===== src/rtl/ctrl_pkg.sv =====
`default_nettype none
// +--------------------------------------------------------------------------+
// | Module      : ctrl_pkg                                                    |
// | Description : Shared types and constants for multicycle_controller:      |
// |               FSM state encoding, opcode / ALU function codes, PSW flag  |
// |               bit positions and the decoded instruction-class record.    |
// | Revision    : 1.0  initial release                                       |
// +--------------------------------------------------------------------------+
package ctrl_pkg;

    typedef enum logic [2:0] {
        S_IDLE   = 3'd0,
        S_FETCH  = 3'd1,
        S_DECODE = 3'd2,
        S_EXEC   = 3'd3,
        S_MEM    = 3'd4,
        S_WB     = 3'd5,
        S_HALT   = 3'd6
    } ctrl_state_t;

    localparam logic [4:0] c_OP_ALU   = 5'b00000;
    localparam logic [4:0] c_OP_ADDI  = 5'b00001;
    localparam logic [4:0] c_OP_SUBI  = 5'b00010;
    localparam logic [4:0] c_OP_MOV   = 5'b00011;
    localparam logic [4:0] c_OP_LLI   = 5'b00100;
    localparam logic [4:0] c_OP_LHI   = 5'b00101;
    localparam logic [4:0] c_OP_LDRRI = 5'b00110;
    localparam logic [4:0] c_OP_LDRRR = 5'b00111;
    localparam logic [4:0] c_OP_STRRI = 5'b01000;
    localparam logic [4:0] c_OP_STRRR = 5'b01001;
    localparam logic [4:0] c_OP_BCC   = 5'b01010;
    localparam logic [4:0] c_OP_BCS   = 5'b01011;
    localparam logic [4:0] c_OP_BNE   = 5'b01100;
    localparam logic [4:0] c_OP_BEQ   = 5'b01101;
    localparam logic [4:0] c_OP_BAL   = 5'b01110;
    localparam logic [4:0] c_OP_OUTR  = 5'b01111;
    localparam logic [4:0] c_OP_HLT   = 5'b11111;

    localparam logic [1:0] c_FN_ADD = 2'b00;
    localparam logic [1:0] c_FN_ADC = 2'b01;
    localparam logic [1:0] c_FN_SUB = 2'b10;
    localparam logic [1:0] c_FN_SBB = 2'b11;

    localparam int c_PSW_N = 2;
    localparam int c_PSW_Z = 1;
    localparam int c_PSW_C = 0;

    // Class flags (alu..undef) are one-hot; the trailing qualifiers refine
    // the class so the FSM never has to look at the raw opcode.
    typedef struct packed {
        logic alu;
        logic imm;
        logic mov;
        logic li;
        logic load;
        logic store;
        logic branch;
        logic outr;
        logic halt;
        logic undef;
        logic lhi;    // LI class: high-half variant
        logic ri;     // load/store: register+immediate addressing
        logic carry;  // arithmetic uses carry/borrow in
        logic sub;    // arithmetic subtracts
        logic take;   // branch condition met by current PSW
    } ctrl_class_t;

endpackage
`default_nettype wire


===== src/rtl/ctrl_decode.sv =====
`default_nettype none
// +--------------------------------------------------------------------------+
// | Module      : ctrl_decode                                                 |
// | Description : Combinational instruction classifier. Maps opcode and     |
// |               ALU function onto one-hot class flags plus qualifiers.    |
// | Ports       : opcode[4:0], ALUopcode[1:0], PSW_NZC[2:0] in;             |
// |               o_cls (ctrl_class_t) out                                  |
// | Revision    : 1.0  initial release                                       |
// +--------------------------------------------------------------------------+
module ctrl_decode
    import ctrl_pkg::*;
(
    input  logic [4:0]  opcode,
    input  logic [1:0]  ALUopcode,
    input  logic [2:0]  PSW_NZC,
    output ctrl_class_t o_cls
);

    always_comb begin
        o_cls = '0;
        case (opcode)
            c_OP_ALU: begin
                o_cls.alu   = 1'b1;
                o_cls.carry = (ALUopcode == c_FN_ADC) || (ALUopcode == c_FN_SBB);
                o_cls.sub   = (ALUopcode == c_FN_SUB) || (ALUopcode == c_FN_SBB);
            end
            c_OP_ADDI:  o_cls.imm = 1'b1;
            c_OP_SUBI: begin
                o_cls.imm = 1'b1;
                o_cls.sub = 1'b1;
            end
            c_OP_MOV:   o_cls.mov = 1'b1;
            c_OP_LLI:   o_cls.li  = 1'b1;
            c_OP_LHI: begin
                o_cls.li  = 1'b1;
                o_cls.lhi = 1'b1;
            end
            c_OP_LDRRI: begin
                o_cls.load = 1'b1;
                o_cls.ri   = 1'b1;
            end
            c_OP_LDRRR: o_cls.load = 1'b1;
            c_OP_STRRI: begin
                o_cls.store = 1'b1;
                o_cls.ri    = 1'b1;
            end
            c_OP_STRRR: o_cls.store = 1'b1;
            c_OP_BCC: begin
                o_cls.branch = 1'b1;
                o_cls.take   = ~PSW_NZC[c_PSW_C];
            end
            c_OP_BCS: begin
                o_cls.branch = 1'b1;
                o_cls.take   = PSW_NZC[c_PSW_C];
            end
            c_OP_BNE: begin
                o_cls.branch = 1'b1;
                o_cls.take   = ~PSW_NZC[c_PSW_Z];
            end
            c_OP_BEQ: begin
                o_cls.branch = 1'b1;
                o_cls.take   = PSW_NZC[c_PSW_Z];
            end
            // BAL is steered by the PC path, not by the Branch strobe
            c_OP_BAL:   o_cls.branch = 1'b1;
            c_OP_OUTR:  o_cls.outr   = 1'b1;
            c_OP_HLT:   o_cls.halt   = 1'b1;
            default:    o_cls.undef  = 1'b1;
        endcase
    end

endmodule
`default_nettype wire


===== src/rtl/multicycle_controller.sv =====
`default_nettype none
// +--------------------------------------------------------------------------+
// | Module      : multicycle_controller                                       |
// | Description : Multicycle CPU control FSM (IDLE/FETCH/DECODE/EXEC/MEM/    |
// |               WB/HALT). Control strobes decode combinationally from the |
// |               state and the decoded instruction class.                  |
// | Ports       : clk, Rst, Start, opcode[4:0], ALUopcode[1:0], PSW_NZC[2:0]|
// |               in; register/memory enables, datapath selects, Jump[1:0], |
// |               done, illegal out                                         |
// | Config      : CTRL_ILLEGAL_TRAP_EN - undefined opcodes halt and raise  |
// |               sticky illegal; otherwise they behave like OutR.          |
// | Revision    : 1.0  initial release                                       |
// +--------------------------------------------------------------------------+
module multicycle_controller
    import ctrl_pkg::*;
(
    input  logic       clk,
    input  logic       Rst,
    input  logic       Start,
    input  logic [4:0] opcode,
    input  logic [1:0] ALUopcode,
    input  logic [2:0] PSW_NZC,
    output logic       Buff_MEMIns,
    output logic       Buff_PC,
    output logic       Buff_PSW,
    output logic       WE_RF,
    output logic       WE_MEM,
    output logic       MEMresource,
    output logic       ALUorNot,
    output logic       LIorMOV,
    output logic       WBresource,
    output logic       RBresource,
    output logic       oprandB,
    output logic       LI,
    output logic       PCplus1orWB,
    output logic       Flag,
    output logic       ALUop,
    output logic       Branch,
    output logic [1:0] Jump,
    output logic       done,
    output logic       illegal
);

    ctrl_state_t r_state;
    ctrl_state_t w_state_nxt;
    ctrl_class_t w_cls;

    ctrl_decode u_decode (
        .opcode    (opcode),
        .ALUopcode (ALUopcode),
        .PSW_NZC   (PSW_NZC),
        .o_cls     (w_cls)
    );

    assign Jump = 2'b00;

    always_ff @(posedge clk) begin
        if (Rst) r_state <= S_IDLE;
        else     r_state <= w_state_nxt;
    end

`ifdef CTRL_ILLEGAL_TRAP_EN
    logic r_illegal;
    always_ff @(posedge clk) begin
        if (Rst)
            r_illegal <= 1'b0;
        else if (r_state == S_DECODE && w_cls.undef)
            r_illegal <= 1'b1;
    end
    assign illegal = r_illegal;
`else
    assign illegal = 1'b0;
`endif

    always_comb begin
        w_state_nxt = r_state;
        Buff_MEMIns = 1'b0;
        Buff_PC     = 1'b0;
        Buff_PSW    = 1'b0;
        WE_RF       = 1'b0;
        WE_MEM      = 1'b0;
        MEMresource = 1'b0;
        ALUorNot    = 1'b0;
        LIorMOV     = 1'b0;
        WBresource  = 1'b0;
        RBresource  = 1'b0;
        oprandB     = 1'b0;
        LI          = 1'b0;
        PCplus1orWB = 1'b0;
        Flag        = 1'b0;
        ALUop       = 1'b0;
        Branch      = 1'b0;
        done        = 1'b0;

        case (r_state)
            S_IDLE: begin
                if (Start) w_state_nxt = S_FETCH;
            end
            // opcode is not yet valid here, so nothing may depend on w_cls
            S_FETCH: begin
                Buff_MEMIns = 1'b1;
                w_state_nxt = S_DECODE;
            end
            S_DECODE: begin
                if (w_cls.branch || w_cls.outr || w_cls.halt) begin
                    Buff_PC     = 1'b1;
                    Branch      = w_cls.take;
                    w_state_nxt = w_cls.halt ? S_HALT : S_FETCH;
                end else if (w_cls.undef) begin
`ifdef CTRL_ILLEGAL_TRAP_EN
                    w_state_nxt = S_HALT;
`else
                    Buff_PC     = 1'b1;
                    w_state_nxt = S_FETCH;
`endif
                end else begin
                    oprandB     = w_cls.imm || ((w_cls.load || w_cls.store) && w_cls.ri);
                    RBresource  = w_cls.lhi;
                    LI          = w_cls.lhi;
                    w_state_nxt = S_EXEC;
                end
            end
            S_EXEC: begin
                if (w_cls.alu || w_cls.imm) begin
                    Buff_PSW = 1'b1;
                    Flag     = w_cls.carry;
                    ALUop    = w_cls.sub;
                end
                RBresource  = w_cls.store;
                w_state_nxt = S_MEM;
            end
            S_MEM: begin
                ALUorNot    = w_cls.li || w_cls.mov;
                LIorMOV     = w_cls.mov;
                MEMresource = w_cls.load || w_cls.store;
                if (w_cls.store) begin
                    WE_MEM      = 1'b1;
                    Buff_PC     = 1'b1;
                    w_state_nxt = S_FETCH;
                end else begin
                    w_state_nxt = S_WB;
                end
            end
            S_WB: begin
                WE_RF       = 1'b1;
                PCplus1orWB = 1'b1;
                Buff_PC     = 1'b1;
                WBresource  = w_cls.load;
                w_state_nxt = S_FETCH;
            end
            S_HALT: begin
                done = 1'b1;
            end
            default: w_state_nxt = S_IDLE;
        endcase
    end

endmodule
`default_nettype wire

===== config.mk =====
export PLATFORM = sky130hd
export DESIGN_NAME = multicycle_controller
export DESIGN_NICKNAME = d
export VERILOG_FILES = /design/src/rtl/ctrl_pkg.sv /design/src/rtl/ctrl_decode.sv /design/src/rtl/multicycle_controller.sv
export SDC_FILE = /design/constraint.sdc
export NUM_CORES = 1
export LEC_CHECK = 0
export CORE_UTILIZATION = 37
export CTS_CLUSTER_SIZE = 24
export DETAILED_ROUTE_END_ITERATION = 6
export PLACE_DENSITY_LB_ADDON = 0.08
export SLEW_MARGIN = 30
export SYNTH_ARGS = -nofsm -noshare
export SYNTH_HDL_FRONTEND = slang
export SYNTH_SLANG_ARGS = --single-unit

===== constraint.sdc =====
create_clock -name clk -period 1.84 [get_ports clk]
set_clock_uncertainty 0.05 [all_clocks]
set_input_delay 0.368 -clock clk [delete_from_list [all_inputs] [get_ports clk]]
set_output_delay 0.368 -clock clk [all_outputs]
set_load 0.02 [all_outputs]

=== Word-level counts from Yosys, hierarchy flattened ===
Cells that the tools add are included.

* Add/sub/neg operators: 0
* Multipliers: 0
* Div/mod/pow operators: 0
* Magnitude comparators: 0
* Equality and inequality tests: 26
* Shift-type cells: 0
* Mux-type cells: 47
* Bitwise logic cells: 3
* Reduce and logical (&&, ||, !) cells: 19

{| class="wikitable"
|+ Operators by type and width
! kind !! count
|-
| $eq A5 B4 Y1 const B || 8
|-
| $mux W1 || 37
|-
| $pmux W3 S7 || 1
|-
| $eq A5 B3 Y1 const B || 4
|-
| $reduce_or A17 Y1 || 1
|-
| $mux W3 || 4
|-
| $eq A5 B2 Y1 const B || 2
|-
| $reduce_or A2 Y1 || 5
|-
| $eq A3 B3 Y1 const B || 3
|-
| $logic_or A1 B1 Y1 || 8
|-
| $eq A3 B2 Y1 const B || 2
|-
| $eq A5 B1 Y1 const B || 1
|-
| $eq A5 B5 Y1 const B || 1
|-
| $logic_not A5 Y1 || 1
|-
| $reduce_or A5 Y1 || 1
|-
| $eq A2 B2 Y1 const B || 2
|-
| $pmux W1 S2 || 2
|-
| $pmux W1 S4 || 1
|-
| $eq A3 B1 Y1 const B || 1
|-
| $logic_not A3 Y1 || 1
|-
| $not A1 Y1 || 3
|-
| $pmux W1 S3 || 1
|-
| $eq A2 B1 Y1 const B || 1
|-
| $mux W2 || 1
|-
| 3 further kinds || 3
|}

* Register bits: 3
* Latch bits: 0
* RAM bits: 0
* Bits in read-only memories: 0
* Output and inout bits: 20
* Logic and storage cells: 96
* Memories: 0

=== Logic depth before layout (Yosys ltp) ===
Gate-level depths: netlist (run 1).

* Word-level depth: 9
* Mapped depth: 4
* Depth with buffers taken out: 3

=== Hierarchy ===
Synthesis (run 1) repeated with hierarchy kept, for this count alone.

* Cells, all modules: 85
* Area, all modules: 579.3 sq um

{| class="wikitable"
|+ By module, submodules not included
! module !! instances !! cells an instance !! area each (sq um) !! seq. area each (sq um)
|-
| multicycle_controller || 1 || 51 || 351.6 || 60.1
|-
| ctrl_decode || 1 || 34 || 227.7 || 0.0
|}

=== Least setup slack after synthesis (run 1) ===
Ideal clock, no wire load.

* Kind: register to output
* Start: reg r_state[0]
* End: out RBresource
* Arrival time: 1.454 ns
* Required time: 1.422 ns
* Slack: -0.032 ns
* Stages on the path, launching flop included: 5
* Path through: dfxtp_1 > clkbuf_1 > and3b_1 > a31oi_1 > nor4_1

* Word-level cells in the longest chain between the ends: 2

{| class="wikitable"
|+ RTL lines
! element !! RTL line !! RTL
|-
| start: declaration || multicycle_controller.sv:44 || <nowiki>ctrl_state_t r_state;</nowiki>
|-
| start signal: assignment || multicycle_controller.sv:59 || <nowiki>else r_state <= w_state_nxt;</nowiki>
|-
| $eq A3 B2 Y1 || multicycle_controller.sv:95 || <nowiki>case (r_state)</nowiki>
|-
| $pmux W1 S2 * || multicycle_controller.sv:95 ||
|-
| end: declaration || multicycle_controller.sv:32 || <nowiki>output logic RBresource,</nowiki>
|}

Every way passes the cells marked *; elsewhere a longest branch is shown, timed or not.

=== Final worst setup path (run 1) ===
* Start: reg r_state[1]
* End: out Branch

* Word-level cells in the longest chain between the ends: 2

{| class="wikitable"
|+ RTL lines
! element !! RTL line !! RTL
|-
| $eq A3 B2 Y1 || multicycle_controller.sv:95 ||
|-
| $mux W1 || multicycle_controller.sv:95 ||
|-
| end: declaration || multicycle_controller.sv:38 || <nowiki>output logic Branch,</nowiki>
|}

No other way between the ends.

==> results of run 1 <==
==> layout make-up <==
class	count	share of cell area, %
Tap cell	15	1.78
Clock buffer	4	2.49
Inverter	3	1.07
Sequential cell	3	6.15
Multi-Input combinational cell	59	49.9
Timing Repair Buffer	51	38.6
==> power groups by stage <==
stage	sequential (mW)	clock (mW)	combinational, mW
6_report	0.0766	0.123	0.191
5_1_grt	0.0766	0.126	0.203
4_1_cts	0.0749	0.120	0.177
3_5_place_dp	0.0756	0	0.166
3_3_place_gp	0.0755	0	0.163
2_1_floorplan	0.0750	0	0.0933
==> worst max-delay path: cells and delay by family, from the launching register on <==
family                 cells  cell delay, ns
AO/OA/AOI/OAI              1            0.25
buffers and inverters      1            0.18
AND/OR/NAND/NOR            1            0.44
flip-flops                 1            0.37
==> path summary, 6_finish.rpt <==
kind | start | end | depth (start not counted)
worst max-delay path | r_state[1] | Branch | 3
worst min-delay path | opcode[4] | r_state[1] | 4
worst max register to register | r_state[0] | r_state[1] | 4
worst min register to register | r_state[1] | r_state[2] | 2
==> placed cells by master, fill, tap and decap left out, types with 2 or more instances in the layout <==
cell type	Yosys	final
sky130_fd_sc_hd__a21oi_1	4	3
sky130_fd_sc_hd__a31oi_1	2	2
sky130_fd_sc_hd__and3b_1	2	2
sky130_fd_sc_hd__and4bb_1	2	2
sky130_fd_sc_hd__buf_2	3	10
sky130_fd_sc_hd__buf_4	5	23
sky130_fd_sc_hd__buf_6	1	9
sky130_fd_sc_hd__clkbuf_4	0	3
sky130_fd_sc_hd__clkdlybuf4s50_1	0	4
sky130_fd_sc_hd__conb_1	1	3
sky130_fd_sc_hd__dlygate4sd2_1	0	5
sky130_fd_sc_hd__inv_1	3	3
sky130_fd_sc_hd__nand2_1	3	3
sky130_fd_sc_hd__nand2b_1	5	4
sky130_fd_sc_hd__nor2_1	7	6
sky130_fd_sc_hd__nor3_1	3	2
sky130_fd_sc_hd__nor3_4	0	2
sky130_fd_sc_hd__or3b_4	1	2
==> Yosys cell counts, types with 2 or more instances <==
cell type | number | area [um^2]
sky130_fd_sc_hd__buf_2 | 3 | 15.0
sky130_fd_sc_hd__and3b_1 | 2 | 17.5
sky130_fd_sc_hd__dfxtp_1 | 3 | 60.1
sky130_fd_sc_hd__nor3_1 | 3 | 15.0
sky130_fd_sc_hd__inv_1 | 3 | 11.3
sky130_fd_sc_hd__clkbuf_1 | 2 | 7.51
sky130_fd_sc_hd__nor4b_2 | 2 | 30.0
sky130_fd_sc_hd__nand2b_1 | 5 | 31.3
sky130_fd_sc_hd__or3b_1 | 2 | 17.5
sky130_fd_sc_hd__and4bb_1 | 2 | 25.0
sky130_fd_sc_hd__buf_4 | 5 | 37.5
sky130_fd_sc_hd__a21oi_1 | 4 | 20.0
sky130_fd_sc_hd__nand2_1 | 3 | 11.3
sky130_fd_sc_hd__nor2_1 | 7 | 26.3
sky130_fd_sc_hd__a31oi_1 | 2 | 12.5
==> cell families (layout without fill, tap and decap cells) <==
logic type      count (synthesis)  after routing  share of synthesized area, %
simple gates                   36             36                          45.7
compound gates                 17             17                          23.2
buf+inv                        14             58                          14.4
flops                           3              3                          10.5
mux                             2              2                          3.94
other cells                     1              3                         0.656
xor+xnor                        1              1                          1.53
==> metal layers <==
| metal | part of all wire (%) | GRT usage (%) | vias to the layer above |
|---|---|---|---|
| met5 | 0 | 0 | - |
| met2 | 51 | 48.4 | 38 |
| li1 | - | - | 363 |
| met4 | 3.6 | 11.3 | 0 |
| met3 | 4.6 | 3.72 | 12 |
| met1 | 41 | 28.8 | 382 |
==> metrics by stage <==
step	total power [mW]	hold slack, ns	worst slack (ns)
floorplan	0.168	0.380	0.00715
global placement	0.239	0.575	-0.822
detailed placement	0.241	0.569	-0.911
CTS	0.372	0.523	-0.0682
global route	0.406	0.576	-0.0668
finish	0.391	0.551	-0.0607
==> repair_timing <==
item                       CTS  global route
cloned                       1             0
resized for setup          111            11
setup endpoints to repair   17            11
buffers inserted             2             0
pin swaps                    6             7
==> results.json, run 1 <==
{
  "switchingPower_mw": 0.145,
  "detail_route.drc_violations": 0,
  "first_pass_iters": 4,
  "synthesis.area_um2": 572,
  "comb_power_share_pct": 48.9,
  "worst_slack_ns": -0.0607,
  "clkLatencyLatePin_ns": 0.25,
  "clock_sink_count": 3,
  "period_needed_ns": 1.90,
  "cp.arrival_ns": 1.48,
  "clockRootBuffer": "sky130_fd_sc_hd__clkbuf_4",
  "drt-vias-per-instance": 5.89,
  "netSwitchingFraction_pct": 37.2,
  "power.static_leakage_nw": 0.508,
  "initial_core_util_pct": 41.8,
  "ys_async_sr_fraction_pct": 0,
  "cts_max_path_buffers": 2,
  "largest_register": "r_state",
  "grt_setup_unrepaired": "true",
  "drv_slew": 0,
  "core_area_um2": 1370,
  "crit_path_max_incr_delay_ns": 0.44,
  "biggestRegsByFlops": "r_state: 3 flops",
  "boundaryPins": 33,
  "initial_antenna_violation_count": 0,
  "outcome": "complete, but fails checks",
  "die_area_um2": 1710,
  "power_per_cell_area_nw_per_um2": 369,
  "worstSetupPathType": "reg -> out",
  "synth_seq_area_share_pct": 10.5,
  "fp.dieH_um": 41.3,
  "rrSetupSlack_ns": 0.45,
  "synth_area_per_cell_um2": 7.73,
  "cts_tree": "done",
  "hold_violations": 0,
  "worst_ep_required_time_ns": 1.42,
  "setup_viol": 5,
  "final_core_utilization_pct": 77.4,
  "cp-end-kind": "output port",
  "grt_start_max_net_pins": 12,
  "rows": 13,
  "first_pass_grt_wire_length_mm": 2.87,
  "antennaDiodeCount": 0,
  "stdcell_area_um2": 1060,
  "via_count_of_the_first_global_routing_pass": 663,
  "max_cap_violations": 0,
  "flow.area_growth_from_synthesis_pct": 84.9,
  "failing_checks": "setup timing",
  "peak_fanout_along_the_critical_path": 6,
  "route.final.wire_length_mm": 2.22,
  "synth_top_flop_cell": "sky130_fd_sc_hd__dfxtp_1",
  "routed_wire_length_per_instance_um": 16.4,
  "antenna_left": 0,
  "seq_pwr_share_pct": 19.6,
  "die_x_um": 41.3,
  "routed-via-count": 795,
  "multi_input_area_um2": 528,
  "synth-edff-count": 0,
  "crit_slowest_cell": "sky130_fd_sc_hd__or3b_4",
  "dpl_cell_area_um2": 968,
  "drt_first_iter_violations": 15,
  "p_clk_share_pct": 31.4,
  "number_of_unique_standard_cell_types_used_by_synthesis": 41,
  "fmax_mhz": 526,
  "crit_chain": "or3b_4 -> a211oi_2 -> buf_4",
  "finish.cell_count_without_fillers": 135,
  "critical_path.startpoint_type": "flop",
  "synth.ff_latch_count": 3,
  "internal_power_mw": 0.245,
  "layout.filler_cells": 107,
  "cts-buffers-inserted": 3,
  "gp_routability_congestion": 0.837,
  "ys.warnings.count": 0,
  "totalNegativeSetupSlack_ns": -0.115,
  "cts-htree-levels": 1,
  "sequential_cell_area_um2": 65.1,
  "grt_remaining_overflow": 0,
  "netlist_instances": 74,
  "largest_register_ff_count": 3,
  "postCtsHoldBufs": 0,
  "grtUsageTotal_pct": 26.0,
  "io_buffers": 28,
  "final.period_utilization_pct": 103,
  "cts.reportedPaths.clkPinSlew_ns": 0.03,
  "place_hpwl_mm": 1.37,
  "vdd.ir_drop.worst_uv": 204,
  "dp_cells": 128,
  "final_layout_size_suffix_gt1_share_pct": 55.0,
  "design.final.nets": 134,
  "hold_class": "in -> reg"
}
Power figures use the tool's default switching activity.
==> inputs of run 2 (changes only) <==
CAP_MARGIN = 20   (was unset)
==> results of run 2 <==
Same layout as run 1: the final DEF is identical, and so are final timing and power.
